$ cat src/rtl/param_datapath.sv
// param_datapath: multi-cycle register-file datapath with a four-state sequencer
// (IDLE -> DECODE -> EXECUTE -> WRITEBACK). It retires one 16-bit instruction
// every four cycles.
// Optional feature: define DP_SHIFTER_EN to build the opcode 1000 shifter
// (LSH/LSHI). Without it, opcode 1000 decodes as illegal.
module param_datapath #(
  parameter int WIDTH = 16,
  parameter int NREGS = 16
) (
  input  logic             clk,
  input  logic             rst_n,
  input  logic [15:0]      instr,
  input  logic             instr_valid,
  output logic             instr_ready,
  output logic             done,
  output logic             illegal,
  output logic [4:0]       flags,
  output logic [WIDTH-1:0] pc,
  input  logic [3:0]       dbg_addr,
  output logic [WIDTH-1:0] dbg_data
);

  localparam logic [3:0] OP_REG   = 4'b0000;
  localparam logic [3:0] OP_SHIFT = 4'b1000;
  localparam logic [3:0] C_ADD    = 4'b0101;
  localparam logic [3:0] C_SUB    = 4'b1001;
  localparam logic [3:0] C_CMP    = 4'b1011;
  localparam logic [3:0] C_AND    = 4'b0001;
  localparam logic [3:0] C_OR     = 4'b0010;
  localparam logic [3:0] C_XOR    = 4'b0011;
  localparam logic [3:0] C_MOV    = 4'b1101;
`ifdef DP_SHIFTER_EN
  localparam logic [3:0] X_LSH    = 4'b0100;
`endif

  // Bit positions inside the {C,L,F,Z,N} status word
  localparam int FC = 4;
  localparam int FL = 3;
  localparam int FF = 2;
  localparam int FZ = 1;
  localparam int FN = 0;

  typedef enum logic [1:0] {IDLE, DECODE, EXECUTE, WRITEBACK} state_t;

  state_t                   state;
  logic [15:0]              ir_p0;
  // Sized for the full 4-bit address space; entries at or above NREGS are never
  // written, so they stay at zero.
  logic [WIDTH-1:0]         regs [16];
  logic signed [WIDTH-1:0]  a_p1;
  logic signed [WIDTH-1:0]  b_p1;
  logic [WIDTH-1:0]         res_p2;
  logic [4:0]               flg_p2;

  logic [3:0]       opc, rd, ext, rs, code;
  logic             is_reg, rd_ok, rs_ok, legal, wr_en;
  logic [WIDTH-1:0] b_sel, res_nxt;
  logic [4:0]       flg_nxt;
  logic [WIDTH:0]   sum, diff;

  function automatic logic is_alu(input logic [3:0] c);
    return c inside {C_ADD, C_SUB, C_CMP, C_AND, C_OR, C_XOR, C_MOV};
  endfunction

`ifdef DP_SHIFTER_EN
  // Positive amount shifts left; negative shifts logically right; too far gives 0
  function automatic logic [WIDTH-1:0] shift_fn(input logic [WIDTH-1:0] v,
                                                input logic signed [5:0] amt);
    logic [5:0] mag;
    mag = amt[5] ? -amt : amt;
    if (int'(mag) >= WIDTH) return '0;
    return amt[5] ? (v >> mag) : (v << mag);
  endfunction
`endif

  assign opc    = ir_p0[15:12];
  assign rd     = ir_p0[11:8];
  assign ext    = ir_p0[7:4];
  assign rs     = ir_p0[3:0];
  assign is_reg = (opc == OP_REG);
  assign code   = is_reg ? ext : opc;
  assign rd_ok  = ({1'b0, rd} < 5'(NREGS));
  assign rs_ok  = ({1'b0, rs} < 5'(NREGS));
  assign wr_en  = legal && (code != C_CMP);

  assign instr_ready = (state == IDLE);
  assign dbg_data    = ({1'b0, dbg_addr} < 5'(NREGS)) ? regs[dbg_addr] : '0;

  // Decide whether the held instruction is a supported opcode/ext with valid registers
  always_comb begin
    legal = 1'b0;
    if (rd_ok) begin
      if (is_reg) legal = is_alu(ext) && rs_ok;
      else if (is_alu(opc)) legal = 1'b1;
`ifdef DP_SHIFTER_EN
      else if (opc == OP_SHIFT) legal = (ext == X_LSH) ? rs_ok : (ext[3:1] == 3'b000);
`endif
    end
  end

  // Second operand: register, sign-extended imm8 (arith/MOV) or zero-extended imm8 (logical)
  always_comb begin
    if (is_reg || (opc == OP_SHIFT))
      b_sel = regs[rs];
    else if (code inside {C_ADD, C_SUB, C_CMP, C_MOV})
      b_sel = {{(WIDTH-8){ir_p0[7]}}, ir_p0[7:0]};
    else
      b_sel = {{(WIDTH-8){1'b0}}, ir_p0[7:0]};
  end

  assign sum  = {1'b0, a_p1} + {1'b0, b_p1};
  assign diff = {1'b0, a_p1} - {1'b0, b_p1};

  // ALU result and updated status word for the operands latched in DECODE
  always_comb begin
    res_nxt = a_p1;
    flg_nxt = flags;
    case (code)
      C_ADD: begin
        res_nxt     = sum[WIDTH-1:0];
        flg_nxt[FC] = sum[WIDTH];
        flg_nxt[FF] = (a_p1[WIDTH-1] == b_p1[WIDTH-1]) && (sum[WIDTH-1] != a_p1[WIDTH-1]);
      end
      C_SUB: begin
        res_nxt     = diff[WIDTH-1:0];
        flg_nxt[FC] = diff[WIDTH];
        flg_nxt[FF] = (a_p1[WIDTH-1] != b_p1[WIDTH-1]) && (diff[WIDTH-1] != a_p1[WIDTH-1]);
      end
      C_CMP: begin
        flg_nxt[FZ] = (a_p1 == b_p1);
        flg_nxt[FL] = ($unsigned(a_p1) < $unsigned(b_p1));
        flg_nxt[FN] = (a_p1 < b_p1);
      end
      C_AND: res_nxt = a_p1 & b_p1;
      C_OR:  res_nxt = a_p1 | b_p1;
      C_XOR: res_nxt = a_p1 ^ b_p1;
      C_MOV: res_nxt = b_p1;
`ifdef DP_SHIFTER_EN
      OP_SHIFT: res_nxt = shift_fn(a_p1, (ext == X_LSH) ? b_p1[5:0] : {ir_p0[4], ir_p0[4:0]});
`endif
      default: ;
    endcase
  end

  // Datapath registers: instruction capture, operand fetch, execute result
  always_ff @(posedge clk) begin
    // p0: instruction register, loaded only on an accepted handshake
    if (state == IDLE && instr_valid) ir_p0 <= instr;
    // p1: operands read before any write of this instruction (Rdest==Rsrc safe)
    if (state == DECODE) begin
      a_p1 <= regs[rd];
      b_p1 <= b_sel;
    end
    // p2: result and candidate status word
    if (state == EXECUTE) begin
      res_p2 <= res_nxt;
      flg_p2 <= flg_nxt;
    end
  end

  // Sequencer plus architectural state (register file, PSR, pc) and retire pulses
  always_ff @(posedge clk or negedge rst_n) begin
    if (!rst_n) begin
      state   <= IDLE;
      done    <= 1'b0;
      illegal <= 1'b0;
      flags   <= '0;
      pc      <= '0;
      for (int i = 0; i < 16; i++) regs[i] <= '0;
    end else begin
      done    <= 1'b0;
      illegal <= 1'b0;
      case (state)
        IDLE:    if (instr_valid) state <= DECODE;
        DECODE:  state <= EXECUTE;
        EXECUTE: begin
          state   <= WRITEBACK;
          done    <= 1'b1;
          illegal <= !legal;
        end
        WRITEBACK: begin
          if (wr_en) regs[rd] <= res_p2;
          if (legal) flags <= flg_p2;
          pc    <= pc + WIDTH'(1);
          state <= IDLE;
        end
        default: state <= IDLE;
      endcase
    end
  end

endmodule

$ cat config.mk
export PLATFORM = sky130hd
export DESIGN_NAME = param_datapath
export DESIGN_NICKNAME = d
export VERILOG_FILES = /design/src/rtl/param_datapath.sv
export SDC_FILE = /design/constraint.sdc
export NUM_CORES = 1
export LEC_CHECK = 0
export CORE_ASPECT_RATIO = 1.2
export CORE_MARGIN = 10
export CORE_UTILIZATION = 39
export CTS_BUF_LIST = sky130_fd_sc_hd__clkbuf_8
export DETAILED_ROUTE_END_ITERATION = 10
export PLACE_DENSITY_LB_ADDON = 0.1
export SLEW_MARGIN = 10
export SYNTH_ARGS = -nofsm -noshare
export SYNTH_HDL_FRONTEND = slang
export SYNTH_SLANG_ARGS = --single-unit
$ cat constraint.sdc
create_clock -name clk -period 3.05 [get_ports clk]
set_clock_uncertainty 0.2 [all_clocks]
set_input_delay 0.61 -clock clk [delete_from_list [all_inputs] [get_ports clk]]
set_output_delay 0.61 -clock clk [all_outputs]
set_load 0.01 [all_outputs]
## Yosys cells after proc, flatten, opt, wreduce, memory -nomap -nowiden

Cells that the tools add are included.

| operators by class | value |
|---|---|
| add/sub/neg operators | 3 |
| muxes and demuxes | 26 |
| reductions and logical operators | 14 |
| equality and inequality tests | 32 |
| magnitude comparators | 6 |
| bitwise gates (word level) | 6 |

Operators with widths:

| kind | number |
|---|---|
| $bwmux W256 | 1 |
| $bmux W16 S4 | 3 |
| $mux W16 | 9 |
| $pmux W16 S6 | 1 |
| $demux W16 S4 | 1 |
| $eq A4 B4 Y1 const B | 10 |
| $lt A16 B16 Y1 | 2 |
| $eq A4 B2 Y1 const B | 6 |
| $add A16 B16 Y17 | 1 |
| $sub A16 B16 Y17 | 1 |
| $add A16 B1 Y16 const B | 1 |
| $and A16 B16 Y16 | 1 |
| $eq A16 B16 Y1 | 1 |
| $or A16 B16 Y16 | 1 |
| $xor A16 B16 Y16 | 1 |
| $ge A5 B5 Y1 const B | 3 |
| $not A4 Y5 | 3 |
| $reduce_bool A7 Y1 | 2 |
| $eq A4 B1 Y1 const B | 3 |
| $eq A4 B3 Y1 const B | 3 |
| $pmux W2 S4 | 1 |
| $logic_and A1 B1 Y1 | 5 |
| $lt A5 B1 Y1 const B | 1 |
| $mux W1 | 5 |
| 15 further kinds | 21 |

| storage, ports and cells | value |
|---|---|
| flip-flop bits (word level) | 350 |
| bits of input ports | 23 |
| output and inout bits | 40 |

## Depth between registers and ports, before layout

| logic depth | value |
|---|---|
| depth in word-level cells | 6 |
| mapped depth | 11 |

## Worst setup path before layout

Ideal clock, no wire load.

| timing | value |
|---|---|
| path kind | input -> output |
| start | in dbg_addr[0] |
| end | out dbg_data[0] |
| cell stages on the path | 4 |
| path buffers | 2 |
| slack | -0.348 ns |
| arrival time | 2.588 ns |
| cells stage by stage | clkbuf_1 buf_1 mux4_2 mux4_2 |

| between the ends | value |
|---|---|
| word-level cells in the longest chain between the ends | 4 |

RTL lines:

| item | RTL line | RTL |
|---|---|---|
| start, declared | 19 | `input logic [3:0] dbg_addr,` |
| $not A4 Y5 (not written as such) | 87 | `assign dbg_data = ({1'b0, dbg_addr} < 5'(NREGS)) ? regs[dbg_addr] : '0;` |
| $bmux W16 S4 | 87 |  |
| $mux W16 (not written as such) (2 in a row) | 87 |  |
| end, declared | 20 | `output logic [WIDTH-1:0] dbg_data` |

No other way between the ends. The select of a mux whose other input is x is not followed.

## Worst setup path in the final report

| timing | value |
|---|---|
| start | reg regs[223] (netlist bit) |
| end | out dbg_data[15] |

| between the ends | value |
|---|---|
| word-level cells in the longest chain between the ends | 3 |

RTL lines:

| item | RTL line | RTL |
|---|---|---|
| start, declared | 49 | `logic [WIDTH-1:0] regs [16];` |
| start signal, assigned by index | 182 | `if (wr_en) regs[rd] <= res_p2;` |
| $bmux W16 S4 | 87 |  |
| $mux W16 (not written as such) (2 in a row) | 87 |  |

No other way between the ends. The select of a mux whose other input is x is not followed.

==> results.md <==
- Post-synthesis adder-cell area fraction: 3.61%
- Number of CTS-inserted buffers: 61
- Mean routed wirelength per cell: 27.0 um
- Final Wtd Congestion: 0.884
- Max Freq: 0.324 GHz
- R2r setup slk: 20 ps
- Placed instance count: 2406
- Std cell rows: 95
- Hold crit path type: register to register
- Failing checks: setup timing
- # port buffers: 62
- DR vias: 15400
- DRT iter0 DRCs: 991
- Place WS: -377 ps
- Type of the worst setup path: register to primary output
- All-Layer GR Usage: 20.8%
- Startpoint Class: register
- Vias per cell: 5.96
- Synth top area share: 32.1%
- CTS tree: done
- Fin crit share: 101%
- Peak VDD IR: 0.417 mV
- Avg Cell Area, Syn: 14.1 sq um
- Critical path data arrival time: 2270 ps
- Clock Path Buffers: 3
- Layout cells sized above 1: 49.1%
- H-tree lvl count: 2
- Outcome: finished with violations
- P_leak: 11.5 nW
- XOR/XNOR Fraction of Synth Area: 0.720%
- Clock root buffer: clkbuf_8
- Synth warn: 0
- Area delta synth->final: 21.4%
- Die area: 66000 sq um
- Synth cell types: 79
- Register area share after synthesis: 41.6%
- CP max FO: 2
- Fin crit period: 3080 ps
- Top FF cell, synth: dfrtp_1
- DP HPWL: 46900 um
- Yosys top cell by area: dfrtp_1
- Final instance count without filler cells: 2584
- Total Neg Setup Slack: -66.6 ps
- Clk_lat worst skew: 680 ps
- MaxCap Viol Count: 0
- Core region area: 55700 sq um
- Die X: 236 um
- Largest net degree at the start of global routing: 74
- Gate power share: 45.2%
- Initial antenna violation count: 3
- Effective utilization at floorplan: 39.3%
- WP data required: 2240 ps
- Largest family of logic cells by synthesized area: multiplexers
- Sw frac: 36.6%
- # nets final: 1891
- Chip height: 279 um
- Final setup vio count: 4
- Yosys reg bits: 350
- Post-DP Area: 24700 sq um
- Simple-gate area share of the yosys netlist: 5.67%
- Complex-gate fraction of the synthesized area: 6.38%
- Clk slew on worst S/H paths: 60 ps
- Gate count of the mapped netlist: 1557
- Worst-margin pin slew: 811 ps
- TritonRoute pass-1 iters: 7
- Dominant cells by area after synthesis: dfrtp_1 (32%), mux4_2 (24%), mux2_2 (13%)
- Drt drc: 0
- Final Hold Vio Count: 0
- Post-Syn Area: 21900 sq um
- CTS Sinks: 350
- First-pass GRT wire length: 104000 um
- ANT nets after route: 0
- RSZ-0062 raised after global routing: true
- Final instance area: 26600 sq um
- Overflow after GRT: 0
- Reg power frac: 37.6%
- Commonest cells in the netlist: dfrtp_1 (281), mux2_2 (255), mux4_2 (230), clkbuf_1 (74), edfxtp_1 (69)
- Count leader, synth: dfrtp_1
- Clock power share: 17.2%
- Fill count: 4936
- Multiplexer area fraction after synthesis: 38.4%
- Worst setup margin: -31.9 ps
- PwrDens: 932 nW/um^2
- EDFF count, synth: 69
- Slew margin rel.: 45.9%
- Syn Nets: 1642
- Worst setup EP type: primary output
- Max Transition Viols Final: 0
- Vias in the first global route: 16000
- Sw Pwr: 9.07 mW
- Boundary Pins: 63
- Synth async-reset ratio: 80.3%
- Drt total wl: 69700 um
- Cell-internal power: 15.7 mW
## kinds of logic (layout without fill, tap and decap cells)
group / after synthesis / count (layout)
AO/OA/AOI/OAI: 197 / 197
multiplexers: 515 / 515
adder cells (fa/ha/maj): 62 / 62
flip-flops: 350 / 350
buffers and inverters: 182 / 480
XOR/XNOR: 18 / 18
AND/OR/NAND/NOR: 233 / 233
other: 0 / 2
## metal layers
metal / vias to the layer above / GRT usage (%) / part of all wire (%)
met5: - / 0 / 0.016
met4: 2 / 6.83 / 3.2
met3: 134 / 3.64 / 5.1
met2: 498 / 36.1 / 51
met1: 8132 / 25.9 / 41
li1: 6642 / - / -
## timing repair
action                     CTS  global route
resized for setup           84            35
hold buffers                 1             0
buffers inserted            43            20
cloned                       0             0
setup endpoints to repair   21           107
hold endpoints to repair    57             0
pin swaps                    1             5
## cell type report
| type | count | area, sq um | area share [%] |
|---|---|---|---|
| Tap cell | 727 | 910 | 3.42 |
| Antenna cell | 2 | 5.00 | 0.0188 |
| Inverter | 54 | 203 | 0.763 |
| Clock buffer | 70 | 963 | 3.63 |
| Multi-Input combinational cell | 1025 | 12200 | 45.7 |
| Sequential cell | 350 | 9100 | 34.3 |
| Timing Repair Buffer | 314 | 3020 | 11.4 |
| Clock inverter | 42 | 214 | 0.805 |
## final timing paths
kind                       cells after the start           end  startpoint
max reg2reg                                   10    res_p2[13]     b_p1[1]
min in group asynchronous                      2     regs[161]       rst_n
min                                            1        pc[15]      pc[15]
max in group asynchronous                      3     regs[186]       rst_n
max                                            3  dbg_data[15]   regs[223]
min reg2reg                                    1        pc[15]      pc[15]
## power by group through the flow
stage | combinational, mW | clock (mW) | sequential (mW)
after floorplan | 7.21 | 0 | 8.44
after global placement | 10.1 | 0 | 9.42
after detailed placement | 10.2 | 0 | 9.43
after CTS | 10.9 | 4.40 | 9.26
after global routing | 12.0 | 4.59 | 9.62
final | 11.2 | 4.26 | 9.32
## state kept, by name, indices dropped and copies added (netlist names)
signal,count
state,2
done,1
ir_p0,16
illegal,1
regs,256
flg_p2,5
b_p1,16
pc,16
flags,5
res_p2,16
a_p1,16
## cells in the final DEF, fill, tap and decap left out, types with 7 or more instances in the layout
cell,n
buf_12,39
buf_4,211
a21o_1,9
xnor2_1,12
or2_2,7
ha_1,57
a31oi_1,7
a221oi_1,7
o211ai_1,10
clkinv_1,8
buf_6,17
o221ai_1,9
a211oi_1,9
clkinv_2,9
and2_1,7
mux4_2,230
a21oi_1,30
nand4_1,9
edfxtp_1,69
mux2_4,10
inv_1,72
nand3_1,15
nand2_1,53
nand2b_1,10
o21ai_0,35
clkdlybuf4s50_1,42
mux2i_1,20
nor2_1,55
clkbuf_8,70
mux2_2,255
o31ai_1,8
nor3_1,21
dfrtp_1,281
## worst max-delay path, cell delays in order (launching register included)
cell	delay, ps
dfrtp_1	410
mux4_2	480
mux4_2	550
buf_6	160
## metrics by stage
stage	hold WS, ps	util, %	power [mW]
2_1_floorplan	114	-	15.6
3_3_place_gp	256	44.3	19.5
3_5_place_dp	266	44.3	19.7
4_1_cts	241	47.1	24.5
5_1_grt	254	47.7	26.2
6_report	273	47.7	24.8
No activity file was read; power rests on OpenSTA's default activity.
